`src/rtl/maze_move_sequencer.sv`:
```
// Single-move sequencer: range-checks a direction pulse, reads the wall bit through a
// req/gnt map port, then commits the position, counts moves and flags the goal cell.
module maze_move_sequencer #(
  parameter int unsigned GRID_W  = 16,
  parameter int unsigned GRID_H  = 12,
  parameter int unsigned COORD_W = 8,
  parameter int unsigned ADDR_W  = 8,
  parameter int unsigned START_X = 1,
  parameter int unsigned START_Y = 1,
  parameter int unsigned GOAL_X  = 14,
  parameter int unsigned GOAL_Y  = 10
) (
  input  logic               clk,
  input  logic               reset,
  input  logic [3:0]         move_req,
  input  logic               restart,
  output logic               mem_req,
  output logic [ADDR_W-1:0]  mem_addr,
  input  logic               mem_gnt,
  input  logic               mem_rdata,
  output logic [COORD_W-1:0] player_x,
  output logic [COORD_W-1:0] player_y,
  output logic [15:0]        moves,
  output logic               busy,
  output logic               bump,
  output logic               won
);

  typedef enum logic [1:0] {S_IDLE, S_REQ, S_WAIT, S_WON} state_e;

  state_e              state_q, state_d;
  logic [COORD_W-1:0]  x_q, x_d, y_q, y_d;
  logic [COORD_W-1:0]  tx_q, tx_d, ty_q, ty_d;
  logic [ADDR_W-1:0]   addr_q, addr_d;
  logic [15:0]         moves_q, moves_d;
  logic                bump_q, bump_d;

  logic [COORD_W-1:0]  nx, ny;
  logic                dir_valid, off_grid;

  always_ff @(posedge clk or negedge reset) begin
    if (!reset) begin
      state_q <= S_IDLE;
      x_q     <= COORD_W'(START_X);
      y_q     <= COORD_W'(START_Y);
      tx_q    <= '0;
      ty_q    <= '0;
      addr_q  <= '0;
      moves_q <= '0;
      bump_q  <= 1'b0;
    end else begin
      state_q <= state_d;
      x_q     <= x_d;
      y_q     <= y_d;
      tx_q    <= tx_d;
      ty_q    <= ty_d;
      addr_q  <= addr_d;
      moves_q <= moves_d;
      bump_q  <= bump_d;
    end
  end

  // Only the four one-hot codes decode; zero or multiple bits fall to default and are ignored.
  always_comb begin
    nx        = x_q;
    ny        = y_q;
    dir_valid = 1'b0;
    off_grid  = 1'b0;
    case (move_req)
      4'b1000: begin dir_valid = 1'b1; off_grid = (y_q == '0);                     ny = y_q - COORD_W'(1); end
      4'b0100: begin dir_valid = 1'b1; off_grid = (y_q == COORD_W'(GRID_H - 1)); ny = y_q + COORD_W'(1); end
      4'b0010: begin dir_valid = 1'b1; off_grid = (x_q == '0);                     nx = x_q - COORD_W'(1); end
      4'b0001: begin dir_valid = 1'b1; off_grid = (x_q == COORD_W'(GRID_W - 1)); nx = x_q + COORD_W'(1); end
      default: ;
    endcase
  end

  always_comb begin
    state_d = state_q;
    x_d     = x_q;
    y_d     = y_q;
    tx_d    = tx_q;
    ty_d    = ty_q;
    addr_d  = addr_q;
    moves_d = moves_q;
    bump_d  = 1'b0;
    case (state_q)
      S_IDLE: begin
        if (dir_valid) begin
          if (off_grid) begin
            bump_d = 1'b1;
          end else begin
            tx_d    = nx;
            ty_d    = ny;
            addr_d  = ADDR_W'(ny) * ADDR_W'(GRID_W) + ADDR_W'(nx);
            state_d = S_REQ;
          end
        end
      end
      S_REQ: begin
        if (mem_gnt) state_d = S_WAIT;
      end
      S_WAIT: begin
        if (mem_rdata) begin
          bump_d  = 1'b1;
          state_d = S_IDLE;
        end else begin
          x_d = tx_q;
          y_d = ty_q;
          if (moves_q != '1) moves_d = moves_q + 16'd1;
          state_d = (tx_q == COORD_W'(GOAL_X) && ty_q == COORD_W'(GOAL_Y)) ? S_WON : S_IDLE;
        end
      end
      S_WON: ;
      default: state_d = S_IDLE;
    endcase
    // Restart wins over everything, including a read already in flight.
    if (restart) begin
      state_d = S_IDLE;
      x_d     = COORD_W'(START_X);
      y_d     = COORD_W'(START_Y);
      moves_d = '0;
      bump_d  = 1'b0;
    end
  end

  assign mem_req  = (state_q == S_REQ);
  assign mem_addr = addr_q;
  assign busy     = (state_q == S_REQ) || (state_q == S_WAIT);
  assign won      = (state_q == S_WON);
  assign bump     = bump_q;
  assign player_x = x_q;
  assign player_y = y_q;
  assign moves    = moves_q;

endmodule

```
`config.mk`:
```
export PLATFORM = sky130hd
export DESIGN_NAME = maze_move_sequencer
export DESIGN_NICKNAME = d
export VERILOG_FILES = /design/src/rtl/maze_move_sequencer.sv
export SDC_FILE = /design/constraint.sdc
export NUM_CORES = 1
export LEC_CHECK = 0
export ABC_AREA = 1
export CORE_ASPECT_RATIO = 2
export CORE_MARGIN = 4
export CORE_UTILIZATION = 40
export CTS_CLUSTER_SIZE = 24
export DETAILED_ROUTE_END_ITERATION = 10
export SYNTH_ARGS = -nofsm -noshare
export SYNTH_HDL_FRONTEND = slang
export SYNTH_SLANG_ARGS = --single-unit
```
`constraint.sdc`:
```
create_clock -name clk -period 2.9 [get_ports clk]
set_input_delay 0.58 -clock clk [delete_from_list [all_inputs] [get_ports clk]]
set_output_delay 0.58 -clock clk [all_outputs]
set_load 0.01 [all_outputs]
```
==> flow_summary.ini <==
[logic_synthesis]
synth.top_cell.area_share = 0.344
ys_ff_latch = 55
synth_seq_area_share = 0.357
ys_top_cells_by_area = dfrtp_1 (34%), nand2_1 (14%), ha_1 (6.8%)
synthesis.nets = 558
netlist_area_sq_mm = 0.00386
synth-edff-count = 0
syn_area_per_cell_sq_um = 7.35
yosys.area.top_type = dfrtp_1
ys_dominant_reg_cell = dfrtp_1
yosysMostFrequentCell = nand2_1
ys_warn_count = 0
syn_inst = 525
yosysUniqueCellTypes = 41
synthTopCellsByCount = nand2_1 (146), inv_1 (57), dfrtp_1 (53)
async_reset_ff_frac = 1.00

[place]
hpwl_microns = 8750
io_buffers = 52
dp_cells = 716
gp_congestion = 0.889
place_area_sq_mm = 0.00481

[finish]
drive_above_1_share = 0.177
finalNetCount = 655
num-fill-cells = 938
multi_input_area_sq_mm = 0.00221
regArea_sq_mm = 0.00138
area_growth_pct = 30.5
stdcell_area_sq_mm = 0.00503
antenna_cells = 0
final_cells = 727

[clocking]
tritoncts = yes
clkTransAtPathRegs_ps = 70
clockRootBuffer = clkbuf_16
numClockSinks = 55
numCtsBuffers = 5
clk_path_buf_depth = 2
htree_levels = 2
worstSkewPairLatency_ps = 290

[routing]
drc_errors = 0
met2RoutedLength_microns = 6150
m1WireLength_microns = 4100
wire_per_inst_microns = 15.2
drt-pass1-iter-count = 5
vias = 3779
route.met3.wl_microns = 233
drt-total-wl_microns = 11000
dr.max_layer_used = met4
drt-initial-drc-count = 216
drtAntennaViolNets = 0
viasPerCell = 5.20

[critical_path]
worst_setup_path_end_kind = flop
cpMostUsedCell = nand2_1
critPathTopFamily = simple AND/OR/NAND/NOR gates
r2r_end = mem_addr[7]
start_kind = input pin
path_class = in -> reg
critPathBufInv = 3
critPathMaxStageDelay_ps = 290
r2r.worst_path.cells = 13
path_cells = clkbuf_2 -> nor2_4 -> nand2_4 -> ha_4 -> nand2_1 -> nand2_2 -> nand2_2 -> o21ai_1 -> nand2_1 -> nand2_1 -> nand2_1 -> o21ai_2 -> inv_1 -> ha_1 -> a21o_1 -> a21oi_2 -> inv_1 -> nand2_1 -> nand2_1 -> nand2_1 -> nand3_2 -> nand2_2
critPathMaxFanout = 8
reg2reg_from = player_y[0]
worst-r2r-setup-slack_ps = 340
crit_slowest_cell = ha_4
worstPathRequired_ps = 3140
critical_path_arrival_ps = 2950

[timing]
finalCritPeriodShare = 0.935
worst_pin_slew_ps = 590
hold_viol = 0
setup_viol = 0
tns_ps = 0
holdWs_ps = 286
slew_violations = 0
slew-limit-headroom = 0.607
fin_crit_ps = 2710
fin_skew_ps = 4.80
fmax_ghz = 0.369

[floorplanning]
start_util = 0.411
io_pins = 53
die_h_microns = 147
die_area_sq_mm = 0.0114
core-area_sq_mm = 0.00938
die_w_microns = 77.4
rows = 50

[pwr]
p_leak_nw = 2.46
p_total_w = 0.00236
ir_drop_mv = 0.330
power.density_mw_per_mm2 = 469

[global_route]
grt_pass1_wl_microns = 18100
grt.total_usage = 0.199
grt_start_max_net_pins = 25
antenna_found_initial = 0
grt_remaining_overflow = 0
first_global_vias = 3927

[run_status]
status = finished clean

[hold_path]
worstHoldPathType = in -> async

[job]
max_cap_viol_count = 0
worst max path at each step:
| stage | from | endpoint | slack [ps] | cells after the start |
|---|---|---|---|---|
| floorplan | move_req[0] | mem_addr[7] | 60 | 19 |
| global placement | move_req[0] | mem_addr[7] | -490 | 22 |
| detailed placement | move_req[0] | mem_addr[7] | -530 | 22 |
| CTS | move_req[3] | mem_addr[6] | 2 | 15 |
| global route | move_req[0] | mem_addr[7] | -20 | 23 |
| finish | move_req[2] | mem_addr[7] | 190 | 22 |
metal layers:
metal | vias up | track usage
met3 | 26 | 0.0172
li1 | 1901 | -
met2 | 73 | 0.398
met5 | - | 0
met4 | 0 | 0.111
met1 | 1779 | 0.190
cell type report:
cell class,instances,share of cell area
inverters,63,0.0475
repair buffers,108,0.182
clock buffers,8,0.0311
well taps,104,0.0258
multi-input cells,389,0.440
flip-flops and latches,55,0.274
cell families (layout without fill, tap and decap cells):
group / Yosys count / count (layout) / synth area share
fa+ha+maj: 24 / 24 / 0.0837
xor+xnor: 14 / 14 / 0.0318
buf+inv: 81 / 179 / 0.0921
flops: 55 / 55 / 0.357
compound gates: 80 / 80 / 0.115
simple gates: 271 / 271 / 0.320
cells in the final DEF, fill, tap and decap left out, types with 3 or more instances in the layout:
cell             instances
dfrtp_1                 53
xnor2_1                  3
clkbuf_2                 4
nand2_1                143
o21ai_0                 35
clkdlybuf4s50_1         47
or2_2                    3
nand2_4                  4
o211ai_1                 3
inv_1                   56
buf_4                   56
clkbuf_16                5
a21oi_1                 18
xor2_1                  11
nor2_4                   3
ha_4                     4
nand3_1                 40
nand4_1                 17
nand3_2                  4
o31ai_1                  8
inv_2                    6
ha_1                    17
o21ai_1                  7
nor2_1                  41
nand2_2                  4
power by group:
part / internal [W] / switching [W]
clock: 0.000368 / 0.000265
combinational: 0.000353 / 0.000419
sequential: 0.000869 / 0.0000890
total: 0.00159 / 0.000773
metrics by stage:
stage | setup slack [ps] | utilization
final | 189 | 0.537
after global routing | -21.5 | 0.537
after CTS | 1.66 | 0.534
after detailed placement | -528 | 0.513
after global placement | -485 | 0.513
after floorplan | 63.2 | -
registers in the layout, indices dropped and copies added (netlist names):
register,count
state_q,2
player_x,8
ty_q,8
mem_addr,4
player_y,8
moves,16
bump,1
tx_q,8
timing repair:
action	in CTS	in global routing
endpoints found under the setup margin	3	3
hold endpoints to repair	0	0
hold buffers	0	0
resized for setup	13	14
pin swaps	6	16
buffers inserted	2	2
Note: power is estimated with default switching activity, not from simulation.
